### config.mk
export PLATFORM = sky130hd
export DESIGN_NAME = freq_meas_ctrl_flat
export DESIGN_NICKNAME = d
export VERILOG_FILES = /design/src/rtl/freq_meas_pkg.sv /design/src/rtl/freq_meas_ctrl_if.sv /design/src/rtl/freq_meas_accum.sv /design/src/rtl/freq_meas_ctrl.sv /design/src/flat_wrapper.sv
export SDC_FILE = /design/constraint.sdc
export NUM_CORES = 1
export LEC_CHECK = 0
export CORE_AREA = 2 2 144 146
export DETAILED_ROUTE_END_ITERATION = 10
export DIE_AREA = 0 0 146 148
export PLACE_DENSITY = 0.85
export RECOVER_POWER = 25
export SLEW_MARGIN = 20
export SYNTH_ARGS = -nofsm -noshare
export SYNTH_HDL_FRONTEND = slang
export SYNTH_SLANG_ARGS = --single-unit
### constraint.sdc
create_clock -name clk -period 5.15 [get_ports clk]
set_clock_uncertainty 0.2 [all_clocks]
set_input_delay 1.03 -clock clk [delete_from_list [all_inputs] [get_ports clk]]
set_output_delay 1.03 -clock clk [all_outputs]
set_load 0.02 [all_outputs]
### src/rtl/freq_meas_pkg.sv
// Shared types and constants for the frequency-meter control block.
package freq_meas_pkg;

  localparam int unsigned DEF_N_W          = 22;
  localparam int unsigned DEF_M_W          = 13;
  localparam int unsigned DEF_TO_W         = 24;
  localparam int unsigned DEF_AVG_LOG2_MAX = 3;

  typedef enum logic [2:0] {
    S_IDLE = 3'd0,
    S_ARM  = 3'd1,
    S_WAIT = 3'd2,
    S_ACC  = 3'd3,
    S_RPT  = 3'd4
  } state_e;

  localparam logic [2:0] ADDR_CTRL     = 3'd0;
  localparam logic [2:0] ADDR_STATUS   = 3'd1;
  localparam logic [2:0] ADDR_N_RES    = 3'd2;
  localparam logic [2:0] ADDR_M_RES    = 3'd3;
  localparam logic [2:0] ADDR_TIMEOUT  = 3'd4;
  localparam logic [2:0] ADDR_MEAS_CNT = 3'd5;
  localparam logic [2:0] ADDR_DIV      = 3'd6;

  localparam int CTRL_RUN     = 0;
  localparam int CTRL_ONESHOT = 1;
  localparam int CTRL_AVG_LO  = 4;
  localparam int CTRL_IRQ_EN  = 8;
  localparam int CTRL_TRACK   = 9;

  localparam int STAT_BUSY    = 0;
  localparam int STAT_VALID   = 1;
  localparam int STAT_TIMEOUT = 2;
  localparam int STAT_OVERRUN = 3;

endpackage

### src/rtl/freq_meas_ctrl_if.sv
// Avalon-MM slave bus bundle for the frequency-meter control block.
interface freq_meas_ctrl_if;
  import freq_meas_pkg::*;

  logic [2:0]  address;
  logic        write;
  logic [31:0] writedata;
  logic        read;
  logic [31:0] readdata;

  modport master (output address, write, writedata, read, input readdata);
  modport slave  (input address, write, writedata, read, output readdata);

endinterface

### src/rtl/freq_meas_accum.sv
// Accumulates meter results over 2^avg_log2 samples and presents the
// truncated average; the depth is latched at the start of each average.
module freq_meas_accum
  import freq_meas_pkg::*;
#(
  parameter int N_W          = DEF_N_W,
  parameter int M_W          = DEF_M_W,
  parameter int AVG_LOG2_MAX = DEF_AVG_LOG2_MAX
) (
  input  logic           clk,
  input  logic           rst_n,
  input  logic           i_clr,
  input  logic           i_add,
  input  logic           i_sample,
  input  logic [1:0]     i_avg_log2,
  input  logic [N_W-1:0] i_n,
  input  logic [M_W-1:0] i_m,
  output logic           o_last,
  output logic [N_W-1:0] o_avg_n,
  output logic [M_W-1:0] o_avg_m
);

  localparam int K_W = AVG_LOG2_MAX + 1;

  logic [N_W+AVG_LOG2_MAX-1:0] r_acc_n;
  logic [M_W+AVG_LOG2_MAX-1:0] r_acc_m;
  logic [K_W-1:0]              r_k;
  logic [1:0]                  r_avg;
  logic [K_W-1:0]              w_k_nxt;
  logic [K_W-1:0]              w_k_tgt;

  assign w_k_nxt = r_k + 1'b1;
  assign w_k_tgt = K_W'(1) << r_avg;
  // The sample being added now is the last one of this average
  assign o_last  = (w_k_nxt == w_k_tgt);
  assign o_avg_n = r_acc_n[r_avg +: N_W];
  assign o_avg_m = r_acc_m[r_avg +: M_W];

  // Sums, sample count and latched averaging depth
  always_ff @(posedge clk or negedge rst_n) begin
    if (!rst_n) begin
      r_acc_n <= '0;
      r_acc_m <= '0;
      r_k     <= '0;
      r_avg   <= '0;
    end else begin
      if (i_clr) begin
        r_acc_n <= '0;
        r_acc_m <= '0;
        r_k     <= '0;
      end else if (i_add) begin
        r_acc_n <= r_acc_n + {{AVG_LOG2_MAX{1'b0}}, i_n};
        r_acc_m <= r_acc_m + {{AVG_LOG2_MAX{1'b0}}, i_m};
        r_k     <= w_k_nxt;
      end
      if (i_sample && (r_k == '0)) begin
        r_avg <= i_avg_log2;
      end
    end
  end

endmodule

### src/rtl/freq_meas_ctrl.sv
// Measurement sequencer and Avalon-MM register slave: arms the meter,
// averages results, publishes N/M, raises irq and retunes the AD divider.
module freq_meas_ctrl
  import freq_meas_pkg::*;
#(
  parameter int N_W          = DEF_N_W,
  parameter int M_W          = DEF_M_W,
  parameter int TO_W         = DEF_TO_W,
  parameter int AVG_LOG2_MAX = DEF_AVG_LOG2_MAX
) (
  input  logic                    clk,
  input  logic                    rst_n,
  freq_meas_ctrl_if.slave         bus,
  output logic                    irq,
  output logic                    meas_start,
  input  logic                    meas_done,
  input  logic [N_W-1:0]          meas_n,
  input  logic [M_W-1:0]          meas_m,
  output logic [M_W-1:0]          adclk_div,
  output logic                    adclk_div_load
);

  state_e          r_state;
  logic            r_run;
  logic [1:0]      r_avg;
  logic            r_irq_en;
  logic            r_track;
  logic            r_valid;
  logic            r_timeout_f;
  logic            r_overrun;
  logic [TO_W-1:0] r_timeout;
  logic [TO_W-1:0] r_to_cnt;
  logic [N_W-1:0]  r_n_res;
  logic [M_W-1:0]  r_m_res;
  logic [15:0]     r_meas_cnt;
  logic [M_W-1:0]  r_adclk_div;
  logic            r_div_load;
  logic            r_meas_start;
  logic            r_irq;
  logic [N_W-1:0]  r_cap_n;
  logic [M_W-1:0]  r_cap_m;

  logic            w_wr_ctrl;
  logic            w_wr_stat;
  logic            w_wr_to;
  logic            w_wr_div;
  logic            w_busy;
  logic            w_abort;
  logic            w_start;
  logic            w_to_hit;
  logic            w_acc_clr;
  logic            w_acc_add;
  logic            w_acc_sample;
  logic            w_last;
  logic [N_W-1:0]  w_avg_n;
  logic [M_W-1:0]  w_avg_m;
  logic [31:0]     w_rdata;
  logic            w_unused;

  assign w_wr_ctrl = bus.write && (bus.address == ADDR_CTRL);
  assign w_wr_stat = bus.write && (bus.address == ADDR_STATUS);
  assign w_wr_to   = bus.write && (bus.address == ADDR_TIMEOUT);
  assign w_wr_div  = bus.write && (bus.address == ADDR_DIV);
  assign w_busy    = (r_state != S_IDLE);
  // Clearing run while a measurement is in flight drops it on the spot
  assign w_abort   = w_wr_ctrl && !bus.writedata[CTRL_RUN] && w_busy;
  // A CTRL write decides the start itself so a run=1 then run=0 pair cannot slip a start through
  assign w_start   = w_wr_ctrl ? (bus.writedata[CTRL_RUN] | bus.writedata[CTRL_ONESHOT]) : r_run;
  assign w_to_hit  = (r_state == S_WAIT) && !meas_done && (r_timeout != '0) &&
                     (r_to_cnt == r_timeout);

  assign w_acc_clr    = w_abort || (r_state == S_RPT) || w_to_hit;
  assign w_acc_add    = (r_state == S_ACC) && !w_abort;
  assign w_acc_sample = (r_state == S_ARM) && !w_abort;

  assign irq            = r_irq;
  assign meas_start     = r_meas_start;
  assign adclk_div      = r_adclk_div;
  assign adclk_div_load = r_div_load;
  assign w_unused       = ^bus.writedata;

  freq_meas_accum #(
    .N_W          (N_W),
    .M_W          (M_W),
    .AVG_LOG2_MAX (AVG_LOG2_MAX)
  ) u_accum (
    .clk        (clk),
    .rst_n      (rst_n),
    .i_clr      (w_acc_clr),
    .i_add      (w_acc_add),
    .i_sample   (w_acc_sample),
    .i_avg_log2 (r_avg),
    .i_n        (r_cap_n),
    .i_m        (r_cap_m),
    .o_last     (w_last),
    .o_avg_n    (w_avg_n),
    .o_avg_m    (w_avg_m)
  );

  // Zero-wait-state register read mux
  always_comb begin
    w_rdata = '0;
    if (bus.read) begin
      case (bus.address)
        ADDR_CTRL: begin
          w_rdata[CTRL_RUN]           = r_run;
          w_rdata[CTRL_AVG_LO +: 2]   = r_avg;
          w_rdata[CTRL_IRQ_EN]        = r_irq_en;
          w_rdata[CTRL_TRACK]         = r_track;
        end
        ADDR_STATUS: begin
          w_rdata[STAT_BUSY]    = w_busy;
          w_rdata[STAT_VALID]   = r_valid;
          w_rdata[STAT_TIMEOUT] = r_timeout_f;
          w_rdata[STAT_OVERRUN] = r_overrun;
        end
        ADDR_N_RES:    w_rdata[N_W-1:0]  = r_n_res;
        ADDR_M_RES:    w_rdata[M_W-1:0]  = r_m_res;
        ADDR_TIMEOUT:  w_rdata[TO_W-1:0] = r_timeout;
        ADDR_MEAS_CNT: w_rdata[15:0]     = r_meas_cnt;
        ADDR_DIV:      w_rdata[M_W-1:0]  = r_adclk_div;
        default:       w_rdata           = '0;
      endcase
    end
  end

  assign bus.readdata = w_rdata;

  // Register file and measurement sequencer; hardware flag sets come last so they beat W1C
  always_ff @(posedge clk or negedge rst_n) begin
    if (!rst_n) begin
      r_state      <= S_IDLE;
      r_run        <= 1'b0;
      r_avg        <= '0;
      r_irq_en     <= 1'b0;
      r_track      <= 1'b0;
      r_valid      <= 1'b0;
      r_timeout_f  <= 1'b0;
      r_overrun    <= 1'b0;
      r_timeout    <= '0;
      r_to_cnt     <= '0;
      r_n_res      <= '0;
      r_m_res      <= '0;
      r_meas_cnt   <= '0;
      r_adclk_div  <= '0;
      r_div_load   <= 1'b0;
      r_meas_start <= 1'b0;
      r_irq        <= 1'b0;
      r_cap_n      <= '0;
      r_cap_m      <= '0;
    end else begin
      r_meas_start <= 1'b0;
      r_div_load   <= 1'b0;
      r_irq        <= r_irq_en && (r_valid || r_timeout_f);

      if (w_wr_ctrl) begin
        r_run    <= bus.writedata[CTRL_RUN];
        r_avg    <= bus.writedata[CTRL_AVG_LO +: 2];
        r_irq_en <= bus.writedata[CTRL_IRQ_EN];
        r_track  <= bus.writedata[CTRL_TRACK];
      end
      if (w_wr_to) begin
        r_timeout <= bus.writedata[TO_W-1:0];
      end
      if (w_wr_div) begin
        r_adclk_div <= bus.writedata[M_W-1:0];
        r_div_load  <= 1'b1;
      end
      if (w_wr_stat) begin
        if (bus.writedata[STAT_VALID])   r_valid     <= 1'b0;
        if (bus.writedata[STAT_TIMEOUT]) r_timeout_f <= 1'b0;
        if (bus.writedata[STAT_OVERRUN]) r_overrun   <= 1'b0;
      end

      if (w_abort) begin
        r_state <= S_IDLE;
      end else begin
        case (r_state)
          S_IDLE: begin
            if (w_start) begin
              r_state      <= S_ARM;
              r_meas_start <= 1'b1;
            end
          end
          S_ARM: begin
            r_to_cnt <= '0;
            r_state  <= S_WAIT;
          end
          S_WAIT: begin
            if (meas_done) begin
              r_cap_n <= meas_n;
              r_cap_m <= meas_m;
              r_state <= S_ACC;
            end else if (w_to_hit) begin
              r_timeout_f <= 1'b1;
              r_run       <= 1'b0;
              r_state     <= S_IDLE;
            end else begin
              r_to_cnt <= r_to_cnt + 1'b1;
            end
          end
          S_ACC: begin
            if (w_last) begin
              r_state <= S_RPT;
            end else begin
              r_state      <= S_ARM;
              r_meas_start <= 1'b1;
            end
          end
          S_RPT: begin
            r_n_res    <= w_avg_n;
            r_m_res    <= w_avg_m;
            r_valid    <= 1'b1;
            if (r_valid) r_overrun <= 1'b1;
            r_meas_cnt <= r_meas_cnt + 1'b1;
            if (r_track) begin
              r_adclk_div <= w_avg_m;
              r_div_load  <= 1'b1;
            end
            if (r_run) begin
              r_state      <= S_ARM;
              r_meas_start <= 1'b1;
            end else begin
              r_state <= S_IDLE;
            end
          end
          default: r_state <= S_IDLE;
        endcase
      end
    end
  end

endmodule

### src/flat_wrapper.sv
// flat-port wrapper written by rule: the top's interface ports become plain ports
module freq_meas_ctrl_flat import freq_meas_pkg::*;
#(
  parameter int N_W          = DEF_N_W,
  parameter int M_W          = DEF_M_W,
  parameter int TO_W         = DEF_TO_W,
  parameter int AVG_LOG2_MAX = DEF_AVG_LOG2_MAX
)
  (clk, rst_n, irq, meas_start, meas_done, meas_n, meas_m, adclk_div, adclk_div_load, bus_address, bus_write, bus_writedata, bus_read, bus_readdata);
  freq_meas_ctrl_if bus_i ();
  input  logic clk;
  input  logic rst_n;
  output logic irq;
  output logic meas_start;
  input  logic meas_done;
  input  logic [N_W-1:0] meas_n;
  input  logic [M_W-1:0] meas_m;
  output logic [M_W-1:0] adclk_div;
  output logic adclk_div_load;
  input wire logic [$bits(bus_i.address)-1:0] bus_address;
  input wire logic [$bits(bus_i.write)-1:0] bus_write;
  input wire logic [$bits(bus_i.writedata)-1:0] bus_writedata;
  input wire logic [$bits(bus_i.read)-1:0] bus_read;
  output wire logic [$bits(bus_i.readdata)-1:0] bus_readdata;
  assign bus_i.address = bus_address;
  assign bus_i.write = bus_write;
  assign bus_i.writedata = bus_writedata;
  assign bus_i.read = bus_read;
  assign bus_readdata = bus_i.readdata;
  freq_meas_ctrl #(.N_W(N_W), .M_W(M_W), .TO_W(TO_W), .AVG_LOG2_MAX(AVG_LOG2_MAX)) u_core (.clk(clk), .rst_n(rst_n), .bus(bus_i), .irq(irq), .meas_start(meas_start), .meas_done(meas_done), .meas_n(meas_n), .meas_m(meas_m), .adclk_div(adclk_div), .adclk_div_load(adclk_div_load));
endmodule
# After elaboration in Yosys (flattened, before gate mapping)

Index checks and enable logic that the tools add are counted.
Widths: inputs -> output; s select.

Add/sub/neg operators: 5
Eq/ne operators: 16
Shifts and indexed selects: 3
Multiplexer cells: 60
Bitwise logic cells: 2
Reduce and logical (&&, ||, !) cells: 30

Operators by type and width:

| cell                  | number |
|---|---|
| $mux 24               | 3 |
| $mux 13               | 4 |
| $mux 25               | 2 |
| $pmux 24 s2           | 1 |
| $mux 16               | 2 |
| $mux 1                | 30 |
| $pmux 3 s5            | 2 |
| $add 25x22->25        | 1 |
| $shiftx 25x3->22      | 1 |
| $add 24x1->24 const B | 1 |
| $eq 24x24->1          | 1 |
| $pmux 2 s6            | 2 |
| $reduce_bool 24->1    | 1 |
| $pmux 3 s6            | 1 |
| $add 16x1->16 const B | 1 |
| $add 16x13->16        | 1 |
| $shiftx 16x3->13      | 1 |
| $mux 3                | 5 |
| $logic_and 1x1->1     | 13 |
| $eq 3x2->1 const B    | 4 |
| $eq 3x3->1 const B    | 4 |
| $pmux 6 s2            | 1 |
| $pmux 2 s5            | 1 |
| $pmux 3 s3            | 1 |
| other kinds (22)      | 32 |

Register bits after elaboration: 208
Word-level logic and storage cells: 139

# Logic depth before layout (Yosys ltp)

Word-level depth: 8
Gate-level depth with buffers: 11

# Cells and area by module

A second synthesis with hierarchy kept.

Cell total of the unflattened synthesis: 1259
Area total of the unflattened synthesis: 12602.1 sq um

By module, submodules not included:

| module          | instances | cells each | area each (sq um) | sequential area each (sq um) |
|---|---|---|---|---|
| freq_meas_ctrl  | 1         | 807        | 8100.3            | 4028.9 |
| freq_meas_accum | 1         | 452        | 4501.8            | 1176.1 |

# Worst setup path before layout

OpenSTA, ideal clock, no wires.

Kind: input to output
Start point: input bus_address[1]
End point: output bus_readdata[5]
Data arrival time: 2.611 ns
Required time: 3.920 ns
Setup slack: 1.309 ns
Cell stages on the path: 6
Buffers on the path: 3
Cell sequence: clkbuf_1 buf_1 clkbuf_1 mux2i_1 o21ai_0 o211a_1

Longest elaborated chain between the ends: 3
Elaborated cells on any way between the ends: 8

RTL lines:

| item                                     | line                  | source |
|---|---|---|
| start, declared                          | flat_wrapper.sv:20    | `input wire logic [$bits(bus_i.address)-1:0] bus_address;` |
| $eq 3x3->1, or another cell as far along | freq_meas_ctrl.sv:104 | `case (bus.address)` |
| $pmux 2 s6 *                             | freq_meas_ctrl.sv:104 |  |
| $mux 24 *                                | freq_meas_ctrl.sv:103 | `if (bus.read) begin` |
| end, declared                            | flat_wrapper.sv:24    | `output wire logic [$bits(bus_i.readdata)-1:0] bus_readdata;` |

Mark *: on every way between the ends. The rest lies on a longest branch, timed or not.

# Worst setup path after layout

Start point: input bus_address[0]
End point: output bus_readdata[1]

Longest elaborated chain between the ends: 3
Elaborated cells on any way between the ends: 8

RTL lines:

| item                                     | line |
|---|---|
| $eq 3x3->1, or another cell as far along | freq_meas_ctrl.sv:104 |
| $pmux 3 s6 *                             | freq_meas_ctrl.sv:104 |
| $mux 24 *                                | freq_meas_ctrl.sv:103 |

Marked as above.

==> flow_summary.json <==
{
  "outcome": "finished with violations",
  "failed_checks": "capacitance limit, slew limit",
  "power_leakage_nw": 6.39,
  "fmax_ghz": 0.214,
  "synth_area_leader_cell": "dfrtp_1",
  "yosysWarningCount": 0,
  "drv_slew": 120,
  "rr_worst_depth": 9,
  "synth.area.top_cells": "dfrtp_1, mux2_2, nand2_1",
  "rsz0062_at_grt": "false",
  "peakVddDrop_mv": 0.386,
  "num_vias": 9898,
  "hold_path_end": "u_core.r_meas_cnt[15]",
  "worstHoldStart": "u_core.r_meas_cnt[15]",
  "fp.dieW_um": 146,
  "period_minus_slack_ns": 4.68,
  "diodes": 0,
  "grt_pass1_wl_um": 51100,
  "drc": 0,
  "design_area_mm2": 0.0144,
  "p_comb_share_pct": 44.8,
  "hpwlAfterDp_um": 22800,
  "cp.required_ns": 3.92,
  "port_buffers": 106,
  "clock-root-buffer": "clkbuf_16",
  "area_delta_synth_final_pct": 17.6,
  "synth_top_cell_area_share_pct": 42.6,
  "post_cts_buffers": 0,
  "min_path_type": "flop to flop",
  "hold_violations": 0,
  "synth_flop_cell": "dfrtp_1",
  "regToRegStartpoint": "u_core.r_state[2]",
  "pwr-share-seq_pct": 34.0,
  "postCtsHoldBufs": 0,
  "gp_congestion": 0.944,
  "r2r_setup_slack_ns": 1.44,
  "core_mm2": 0.0200,
  "syn-cell-area_mm2": 0.0122,
  "clock-sinks": 208,
  "hold_depth": 1,
  "first_iter_violations": 922,
  "tightest_slew_ns": 3.10,
  "switchingPower_mw": 3.33,
  "wirelength_um": 31300,
  "ant_nets": 0,
  "postPlaceCellArea_mm2": 0.0135,
  "fin_ws_ns": 0.474,
  "dieArea_mm2": 0.0216,
  "clockBufferDepth": 3,
  "cts_max_level": 1,
  "postSynthAreaPerCell_um2": 9.97,
  "drive_above_1_share_pct": 14.9,
  "clk_pin_slew_ns": 0.06,
  "grt_antenna_before_repair": 0,
  "initial_core_util_pct": 61.0,
  "finalSetupTns_ns": 0,
  "dr.pass1.iters": 7,
  "wl_per_cell_um": 19.5,
  "vias_per_cell": 6.17,
  "cts-resized-gates": 0,
  "period_share_pct": 90.8,
  "slew_headroom_pct": -107,
  "start_kind": "primary input",
  "cp_max_fo": 10,
  "finalSetupViolations": 0,
  "fin_nets": 1433,
  "fill_cells": 1442,
  "fp-row-count": 52,
  "switching_share_pct": 39.6,
  "io_pins": 123,
  "synthCells": 1226,
  "reg2reg_to": "u_core.r_to_cnt[17]",
  "p_int_mw": 5.08,
  "yosysSeqAreaShare_pct": 42.6,
  "async_flop_share_pct": 100,
  "cp-end-kind": "output pin",
  "clock_latency_ns": 0.52,
  "cap_violations": 1,
  "grt_max_degree": 121,
  "p_per_area_mw_per_mm2": 585,
  "synth-seq-cells": 208,
  "worstPathArrival_ns": 3.45,
  "synth_edf_count": 0,
  "track_usage_pct": 29.2,
  "final_core_util_pct": 71.7,
  "dp_cells": 1561,
  "p_clk_share_pct": 21.2,
  "critPathKind": "primary input to output pin",
  "cts_made_buffers": 24,
  "synth.distinct_cells": 67,
  "grt_overflow_total": 0,
  "post-place-ws_ns": 0.490,
  "grt_pass1_vias": 9726,
  "cts_tree": "yes",
  "die_y_um": 148,
  "stdcell_count": 1605
}
==> power by group through the flow <==
stage	sequential, mW	combinational, mW	clock, mW
after floorplan	2.57	2.93	0
after global placement	2.83	3.56	0
after detailed placement	2.86	3.70	0
after CTS	2.83	3.75	1.80
after global routing	2.93	4.16	1.87
final	2.86	3.77	1.78
==> flip-flops by register name, summed over array words and instances, names as in the netlist, 2 cells and up <==
signal / cells
u_core.adclk_div: 13
u_core.r_avg: 2
u_core.r_cap_m: 13
u_core.r_cap_n: 22
u_core.r_m_res: 13
u_core.r_meas_cnt: 16
u_core.r_n_res: 22
u_core.r_state: 3
u_core.r_timeout: 24
u_core.r_to_cnt: 24
u_core.u_accum.r_acc_m: 16
u_core.u_accum.r_acc_n: 25
u_core.u_accum.r_avg: 2
u_core.u_accum.r_k: 4
==> worst max-delay path, stage by stage <==
cell	delay [ns]
clkdlybuf4s50_1	0.70
nor2b_1	0.59
a221o_1	0.26
and3_1	0.22
clkdlybuf4s50_1	0.63
==> cells by family after synthesis <==
group / share of synthesized area (%)
AND/OR/NAND/NOR: 15.9
buffers and inverters: 3.17
adder cells (fa/ha/maj): 4.32
flip-flops: 42.6
XOR/XNOR: 5.81
AO/OA/AOI/OAI: 12.7
multiplexers: 15.5
other: 0.0307
==> per-layer routing <==
layer | vias up | share of wire [%] | routed length [um] | GRT usage (%)
met4 | 0 | 3.5 | 1110 | 10.1
met2 | 403 | 47 | 14700 | 47.5
met3 | 69 | 6.8 | 2120 | 4.04
met1 | 4841 | 43 | 13500 | 40.8
met5 | - | 0 | 0 | 0
li1 | 4585 | - | - | -
==> final cells by class <==
class                           instances  area (um^2)  share of cell area (%)
Clock buffer                           35          743                    5.17
Clock inverter                          9          104                   0.723
Multi-Input combinational cell        937         6670                    46.4
Sequential cell                       208         5210                    36.2
Inverter                               16         60.1                   0.418
Tap cell                              270          338                    2.35
Timing Repair Buffer                  130         1250                    8.69
==> placed cells by master (no fill, tap or decap), types with 29 or more instances in the layout <==
cell             Yosys  layout
nor2_1              72      71
o21ai_0             81      81
nand2_1            192     192
mux2_2             102     102
dfrtp_1            208     206
xnor2_1             48      48
clkdlybuf4s50_1      0     105
a21oi_1             44      44
ha_1                39      39
xor2_1              33      33
mux2i_1             29      29
==> cells in the mapped netlist, types with 13 or more instances <==
cell,n
nor3_1,18
nand3_1,19
mux2_2,102
nor2b_1,20
nand2_1,192
inv_1,16
o22ai_1,13
ha_1,39
and3_1,15
nor4_1,13
o21ai_0,81
nor2_1,72
xnor2_1,48
mux2i_1,29
a21o_1,13
clkbuf_1,43
mux4_2,20
dfrtp_1,208
xor2_1,33
a21oi_1,44
==> worst max-delay path by stage <==
stage,cells past startpoint,end,startpoint,slack (ns)
2_1_floorplan,6,bus_readdata[5],bus_address[1],1.31
3_3_place_gp,5,bus_readdata[1],bus_address[0],0.53
3_5_place_dp,6,bus_readdata[1],bus_address[1],0.49
4_1_cts,6,bus_readdata[1],bus_address[1],0.51
5_1_grt,7,bus_readdata[5],bus_address[0],0.37
6_report,5,bus_readdata[1],bus_address[0],0.47
==> metrics by stage <==
stage	total power [mW]	hold WS, ns
CTS	8.38	0.270
floorplan	5.49	0.234
detailed placement	6.55	0.259
finish	8.41	0.269
global route	8.96	0.295
global placement	6.39	0.257
(Power assumes the default switching activity.)
